[config.mk]
export PLATFORM = sky130hd
export DESIGN_NAME = muldiv_sequencer
export DESIGN_NICKNAME = d
export VERILOG_FILES = /design/src/rtl/muldiv_pkg.sv /design/src/rtl/muldiv_busy_timer.sv /design/src/rtl/muldiv_sequencer.sv
export SDC_FILE = /design/constraint.sdc
export NUM_CORES = 1
export LEC_CHECK = 0
export BUFFER_PORTS_ARGS = -buffer_cell sky130_fd_sc_hd__clkbuf_2
export CORE_AREA = 2 2 112 114
export DETAILED_ROUTE_END_ITERATION = 10
export DIE_AREA = 0 0 114 116
export MAX_ROUTING_LAYER = met4
export PLACE_DENSITY_LB_ADDON = 0.3
export SYNTH_ARGS = -nofsm -noshare
export SYNTH_HDL_FRONTEND = slang
export SYNTH_SLANG_ARGS = --single-unit
[constraint.sdc]
create_clock -name clock -period 4.4 [get_ports clock]
set_input_delay 0.44 -clock clock [delete_from_list [all_inputs] [get_ports clock]]
set_output_delay 0.44 -clock clock [all_outputs]
set_load 0.02 [all_outputs]
[src/rtl/muldiv_pkg.sv]
// Shared types and constants for the mult/div sequencer.
// Optional feature macro: MULTDIV_PERF_EN (stall-cycle counter).
package muldiv_pkg;

  typedef enum logic [1:0] {
    IDLE  = 2'd0,
    START = 2'd1,
    BUSY  = 2'd2,
    DONE  = 2'd3
  } state_t;

  localparam logic [4:0]  REG_RSTATUS = 5'd30;
  localparam logic [31:0] RSTATUS_MUL = 32'd4;
  localparam logic [31:0] RSTATUS_DIV = 32'd5;

  function automatic logic [31:0] rstatus_code(input logic is_div);
    return is_div ? RSTATUS_DIV : RSTATUS_MUL;
  endfunction

endpackage

[src/rtl/muldiv_busy_timer.sv]
// BUSY-phase cycle counter for the mult/div sequencer.
// Flags the last permitted BUSY cycle (TIMEOUT-1).
module muldiv_busy_timer #(
  parameter int TIMEOUT = 40,
  parameter int CNT_W   = 6
) (
  input  logic clock,
  input  logic reset,
  input  logic clear,
  input  logic enable,
  output logic hit
);

  logic [CNT_W-1:0] cnt;

  // count BUSY cycles; clear has priority over enable
  always_ff @(posedge clock) begin
    if (!reset) begin
      cnt <= '0;
    end else if (clear) begin
      cnt <= '0;
    end else if (enable) begin
      cnt <= cnt + 1'b1;
    end
  end

  assign hit = (cnt == CNT_W'(TIMEOUT - 1));

endmodule

[src/rtl/muldiv_sequencer.sv]
// Execute-stage controller for the shared multi-cycle mult/div unit.
// Optional feature macro: MULTDIV_PERF_EN (perf_stall_cycles counter).
module muldiv_sequencer
  import muldiv_pkg::*;
#(
  parameter int TIMEOUT = 40,
  parameter int CNT_W   = 6
) (
  input  logic        clock,
  input  logic        reset,
  input  logic        dx_is_mult,
  input  logic        dx_is_div,
  input  logic [31:0] dx_opA,
  input  logic [31:0] dx_opB,
  input  logic [4:0]  dx_rd,
  input  logic        flush,
  input  logic        md_resultRDY,
  input  logic [31:0] md_result,
  input  logic        md_exception,
  output logic        md_ctrl_mult,
  output logic        md_ctrl_div,
  output logic [31:0] md_opA,
  output logic [31:0] md_opB,
  output logic        stall,
  output logic        res_valid,
  output logic [4:0]  res_reg,
  output logic [31:0] res_data,
  output logic [31:0] perf_stall_cycles
);

  state_t      state_q;
  state_t      state_d;
  logic        issue;
  logic        capture;
  logic        exc_now;
  logic        timer_clr;
  logic        timer_en;
  logic        timer_hit;
  logic        op_div_q;
  logic [4:0]  rd_q;
  logic [31:0] opa_q;
  logic [31:0] opb_q;
  logic [4:0]  res_reg_q;
  logic [31:0] res_data_q;

  // a new op may only launch from IDLE and never while in reset
  assign issue = reset && (state_q == IDLE)
              && (dx_is_mult || dx_is_div) && !flush;

  assign capture = (state_q == BUSY) && !flush
                && (md_resultRDY || timer_hit);

  // a real RDY beats the timeout; timeout alone is an exception
  assign exc_now = md_resultRDY ? md_exception : 1'b1;

  muldiv_busy_timer #(
    .TIMEOUT(TIMEOUT),
    .CNT_W  (CNT_W)
  ) u_timer (
    .clock (clock),
    .reset (reset),
    .clear (timer_clr),
    .enable(timer_en),
    .hit   (timer_hit)
  );

  // state register
  always_ff @(posedge clock) begin
    if (!reset) begin
      state_q <= IDLE;
    end else begin
      state_q <= state_d;
    end
  end

  // next-state and timer control
  always_comb begin
    state_d   = state_q;
    timer_clr = 1'b0;
    timer_en  = 1'b0;
    unique case (state_q)
      IDLE: begin
        timer_clr = 1'b1;
        if (issue) state_d = START;
      end
      START: begin
        timer_clr = 1'b1;
        state_d   = flush ? IDLE : BUSY;
      end
      BUSY: begin
        timer_en = 1'b1;
        if (flush) begin
          state_d = IDLE;
        end else if (md_resultRDY || timer_hit) begin
          state_d = DONE;
        end
      end
      DONE: begin
        state_d = IDLE;
      end
      default: begin
        state_d = IDLE;
      end
    endcase
  end

  // operand latch on issue, writeback bundle on completion
  always_ff @(posedge clock) begin
    if (!reset) begin
      op_div_q   <= 1'b0;
      rd_q       <= '0;
      opa_q      <= '0;
      opb_q      <= '0;
      res_reg_q  <= '0;
      res_data_q <= '0;
    end else begin
      if (issue) begin
        op_div_q <= !dx_is_mult;
        rd_q     <= dx_rd;
        opa_q    <= dx_opA;
        opb_q    <= dx_opB;
      end
      if (capture) begin
        res_reg_q  <= exc_now ? REG_RSTATUS : rd_q;
        res_data_q <= exc_now ? rstatus_code(op_div_q)
                              : md_result;
      end
    end
  end

  assign md_ctrl_mult = (state_q == START) && !flush && !op_div_q;
  assign md_ctrl_div  = (state_q == START) && !flush && op_div_q;
  assign md_opA       = opa_q;
  assign md_opB       = opb_q;
  assign stall        = issue || (state_q == START)
                     || (state_q == BUSY);
  assign res_valid    = (state_q == DONE);
  assign res_reg      = res_reg_q;
  assign res_data     = res_data_q;

`ifdef MULTDIV_PERF_EN
  logic [31:0] perf_q;

  // wrapping count of stalled cycles
  always_ff @(posedge clock) begin
    if (!reset) begin
      perf_q <= '0;
    end else if (stall) begin
      perf_q <= perf_q + 32'd1;
    end
  end

  assign perf_stall_cycles = perf_q;
`else
  assign perf_stall_cycles = 32'd0;
`endif

endmodule

# ---- Word-level counts from Yosys, hierarchy flattened
# Cells that the tools add are included.
dict set report word_totals {
  reg_bits 115
  input_bits 108
  wordCells 46
}
dict set report op_classes {
  n_eq_ne 6
  add_sub_neg 1
  reduce_logical 19
  bitwise_logic 1
  mux 11
}
# cell count
set ops {}
lappend ops {{32-bit 2-to-1 mux} 1}
lappend ops {{1-bit logical AND} 8}
lappend ops {{2-bit 2-to-1 mux} 4}
lappend ops {{2-bit one-hot mux with 4 select lines} 1}
lappend ops {{6-bit by 1-bit adder with 6-bit output, second input constant} 1}
lappend ops {{6-bit == test, second input constant} 1}
lappend ops {{5-bit 2-to-1 mux} 1}
lappend ops {{2-bit == test, second input constant} 2}
lappend ops {{1-bit logical OR} 4}
lappend ops {{1-bit 2-to-1 mux} 4}
lappend ops {{2-bit OR reduction} 2}
lappend ops {{1-bit logical NOT} 3}
lappend ops {{3-bit inequality test, second input constant} 1}
lappend ops {{2-bit by 1-bit == test with 1-bit output, second input constant} 1}
lappend ops {{2-bit logical NOT} 1}
lappend ops {{2-bit inequality test, second input constant} 1}
lappend ops {{2-bit AND reduction} 1}
lappend ops {{1-bit inverter} 1}

# ---- Depth between registers and ports, before layout
dict set report depth {
  ltp_word 6
  depth_mapped 6
  depth_no_buf 4
}

# ---- Hierarchy
# Synthesis repeated with hierarchy kept, for this count alone.
dict set report unflattened {
  hier_cells 547
  area_unflattened_um2 4852.2
}
# mod area_each_um2 n_inst cells_each
set modules_own_cells {}
lappend modules_own_cells {muldiv_sequencer 4594.4 1 520}
lappend modules_own_cells {muldiv_busy_timer 257.7 1 27}

# ---- Worst setup path after synthesis
# OpenSTA, ideal clock, no wires.
dict set report synth_path {
  kind {input port to output port}
  from {input port flush}
  to {output port stall}
  path_stages 6
  n_path_buf 3
  required_ps 3960
  slack_ps 2498
  arrival_ps 1462
  path_cell_list {buf_4 nor3_4 and2_1 buf_4 buf_4 nand2b_1}
}
dict set report synth_between {
  elab_chain_len 4
}
# item line_no
set synth_lines {}
lappend synth_lines {{from (decl)} muldiv_sequencer.sv:16} ;# input logic flush,
lappend synth_lines {{1-bit logical NOT} muldiv_sequencer.sv:48} ;# && (dx_is_mult || dx_is_div) && !flush;
lappend synth_lines {{1-bit logical AND} muldiv_sequencer.sv:48}
lappend synth_lines {{1-bit logical OR} muldiv_sequencer.sv:135} ;# assign stall = issue || (state_q == START)
lappend synth_lines {{1-bit logical OR} muldiv_sequencer.sv:136} ;# || (state_q == BUSY);
lappend synth_lines {{to (decl)} muldiv_sequencer.sv:24} ;# output logic stall,
# Every way passes these cells.

# ---- Worst setup path after layout
dict set report layout_path {
  from {register state_q[0]}
  to {output port stall}
}
dict set report layout_between {
  elab_chain_len 6
  word_cells_on_any_way 8
  classes_between {eq/ne (2); reduce/logical (6)}
}
# item line_no
set layout_lines {}
lappend layout_lines {{from (decl)} muldiv_sequencer.sv:31} ;# state_t state_q;
lappend layout_lines {{from (signal assigned)} muldiv_sequencer.sv:72} ;# state_q <= state_d;
lappend layout_lines {{2-bit logical NOT} muldiv_sequencer.sv:47} ;# assign issue = reset && (state_q == IDLE)
lappend layout_lines {{1-bit logical AND} muldiv_sequencer.sv:47}
lappend layout_lines {{1-bit logical AND (2 in series)} muldiv_sequencer.sv:48}
lappend layout_lines {{1-bit logical OR} muldiv_sequencer.sv:135}
lappend layout_lines {{1-bit logical OR *} muldiv_sequencer.sv:136}
# Every way passes the cells marked *; elsewhere a longest branch is shown, timed or not.

==> impl_metrics.tcl <==
set metrics [dict create \
    status "finished clean" \
    intPower_mw 2.14 \
    drv_cap 0 \
    tritoncts "built" \
    netlist_top_cells_area "dfxtp_1 (49%), nand2_1 (11%), nand3_1 (7.5%), o21ai_1 (7.3%), mux2i_1 (7.0%)" \
    grt_first_pass_wirelength_mm 20.0 \
    rsz0062_at_grt "false" \
    io_pins 245 \
    die_area_mm2 0.0132 \
    antennaDiodeCount 0 \
    switching_share_pct 24.5 \
    finalHoldViolCount 0 \
    core.rowCount 40 \
    start_kind "flop" \
    drive_above_1_share_pct 34.0 \
    slew-limit-headroom_pct 24.9 \
    cts_resized 0 \
    met3_usage_pct 5.81 \
    grt.overflow.total 0 \
    path_delay_family "simple AND/OR/NAND/NOR gates" \
    syn_inst 546 \
    gp_congestion 0.787 \
    routed_wl_mm 12.6 \
    drt_first_pass_iters 6 \
    worst_pin_slew_ns 1.13 \
    h-tree-depth 4 \
    nets 846 \
    clock_power_share_pct 49.8 \
    fin_crit_ns 2.44 \
    io_buffers 212 \
    crit_chain "nor3_4 > and2_2 > nand2b_1 > clkbuf_2" \
    seq_power_share_pct 39.6 \
    synth_edf_count 0 \
    synth_cell_types 39 \
    p_comb_share_pct 10.6 \
    setup_tns_ns 0 \
    hold_buffers 0 \
    ys_warn_count 0 \
    hpwlAfterDp_mm 8.58 \
    avgSynthCellArea_um2 8.67 \
    cts_buffer_depth 2 \
    grt_pass1_vias 4288 \
    initial_core_util_pct 39.7 \
    worst-path-max-fanout 30 \
    critPathKind "flop to primary output" \
    cp.required_ns 3.96 \
    wl_per_cell_um 14.0 \
    postCtsSetupRepairBufs 0 \
    met1_usage_pct 22.0 \
    grt-busiest-layer "met2" \
    vias 4346 \
    drv_slew 0 \
    drc_errors 0 \
    vias_per_cell 4.85 \
    vdd_drop_max_uv 223 \
    cts_buffers 17 \
    critPathArrivalTime_ns 2.00 \
    core_area_mm2 0.0119 \
    synthesis.area_mm2 0.00473 \
    synth_seq_area_share_pct 48.7 \
    use_met2_pct 32.3 \
    clockRootBuffer "clkbuf_16" \
    synth_ff_type "dfxtp_1" \
    drtIter0Drc 189 \
    critPathBufInv 1 \
    clkSinkCount 115 \
    setup_slack_ns 1.96 \
    pre_cts_ws_ns 2.30 \
    hold_class "input pin to flop" \
    die_height_um 116 \
    insertion_delay_ns 0.40 \
    grt_max_degree 109 \
    grt_usage_pct 19.5 \
    antenna_found_initial 0 \
    p_switching_uw 694 \
    ys_async_sr_fraction_pct 0 \
    die_w_um 114 \
    area_growth_pct 32.0 \
    leakage_nw 3.01 \
    fmax_ghz 0.409 \
    netlist.top_cell.by_area "dfxtp_1" \
    yosysTopAreaCellShare_pct 48.7 \
    fin_crit_sh_pct 55.5 \
    cpPeakStageDelay_ns 0.54 \
    cpMaxStageDelayCell "and2_2" \
    power_density_mw_per_mm2 453 \
    detail-route-antenna-nets 0 \
    setup_viol_count_final 0 \
    worst_setup_path_end_kind "primary output" \
    yosys_register_bits 115 \
    skew_ns 0.0105 \
    clk_pin_slew_ns 0.05 \
]
==> synthesized netlist by cell type (2+ instances only) <==
master	number
and4bb_4	2
clkbuf_1	26
buf_2	5
and2_1	2
xnor2_1	2
a21oi_1	3
nand2_1	133
o21ai_1	69
buf_4	41
nand3_1	71
xor2_1	2
nand2b_1	2
buf_12	3
mux2i_1	33
a211oi_1	4
nor2b_1	3
dfxtp_1	115
nor2_1	5
o221a_1	5
==> stage by stage <==
step	cell area (um2)	power (mW)	hold slack [ns]	util, %	instances
finish	6250	2.83	0.237	52.5	897
CTS	6250	2.86	0.212	52.5	897
floorplan	4850	1.35	0.428	-	577
global route	6250	2.95	0.242	52.5	897
global placement	5630	1.44	0.436	47.3	865
detailed placement	5630	1.44	0.443	47.3	865
==> power by group through the flow <==
stage / clock [mW] / combinational [mW] / sequential [mW]
5_1_grt: 1.50 / 0.327 / 1.13
3_5_place_dp: 0 / 0.301 / 1.14
6_report: 1.41 / 0.299 / 1.12
4_1_cts: 1.44 / 0.301 / 1.12
2_1_floorplan: 0 / 0.156 / 1.19
3_3_place_gp: 0 / 0.295 / 1.14
==> cells in the final DEF (no fill, tap or decap), types with 2 or more instances in the layout <==
cell type,count
xor2_1,2
nor2_1,5
clkbuf_16,17
o221a_1,5
clkbuf_2,211
clkbuf_8,4
nand2_1,133
dfxtp_1,115
o21ai_1,69
xnor2_1,2
clkbuf_1,2
nand3_1,71
bufinv_16,3
mux2i_1,33
a211oi_1,4
nor2b_1,3
a21oi_1,3
nand2b_1,2
clkinv_2,4
conb_1,32
buf_4,6
and4bb_4,2
==> cell families (layout without fill, tap and decap cells) <==
| group | after synthesis | count (layout) | share of synthesized area (%) |
|---|---|---|---|
| buffers and inverters | 77 | 250 | 10.7 |
| adders and majority gates | 1 | 1 | 0.264 |
| and+or+nand+nor | 228 | 228 | 22.1 |
| muxes | 33 | 33 | 6.98 |
| xor gates and xnor gates | 4 | 4 | 0.740 |
| AOI/OAI and AO/OA | 87 | 87 | 10.5 |
| other | 1 | 32 | 0.0792 |
| DFF | 115 | 115 | 48.7 |
==> final cells by class <==
| type | count | area, um2 |
|---|---|---|
| clock buffer | 23 | 488 |
| clock inverter | 9 | 126 |
| fill | 1131 | 5660 |
| inverter | 1 | 3.75 |
| multi-input combinational | 385 | 2040 |
| sequential | 115 | 2300 |
| tap | 147 | 184 |
| timing repair buffer | 217 | 1100 |
==> worst paths after layout <==
check,from,to,slack (ns),cells after the start
worst max-delay path,state_q[0],stall,1.96,4
worst min-delay path,dx_is_mult,op_div_q,0.24,2
worst max register to register,state_q[0],md_opA[31],2.40,4
worst min register to register,md_opA[9],md_opA[9],0.45,2
==> routing by layer <==
layer	wire length, um	up-vias	part of all wire [%]
li1	-	2156	-
met1	5310	2010	42
met2	6180	163	49
met3	833	17	6.6
met4	220	0	1.8
met5	0	-	0
(Power assumes the default switching activity.)
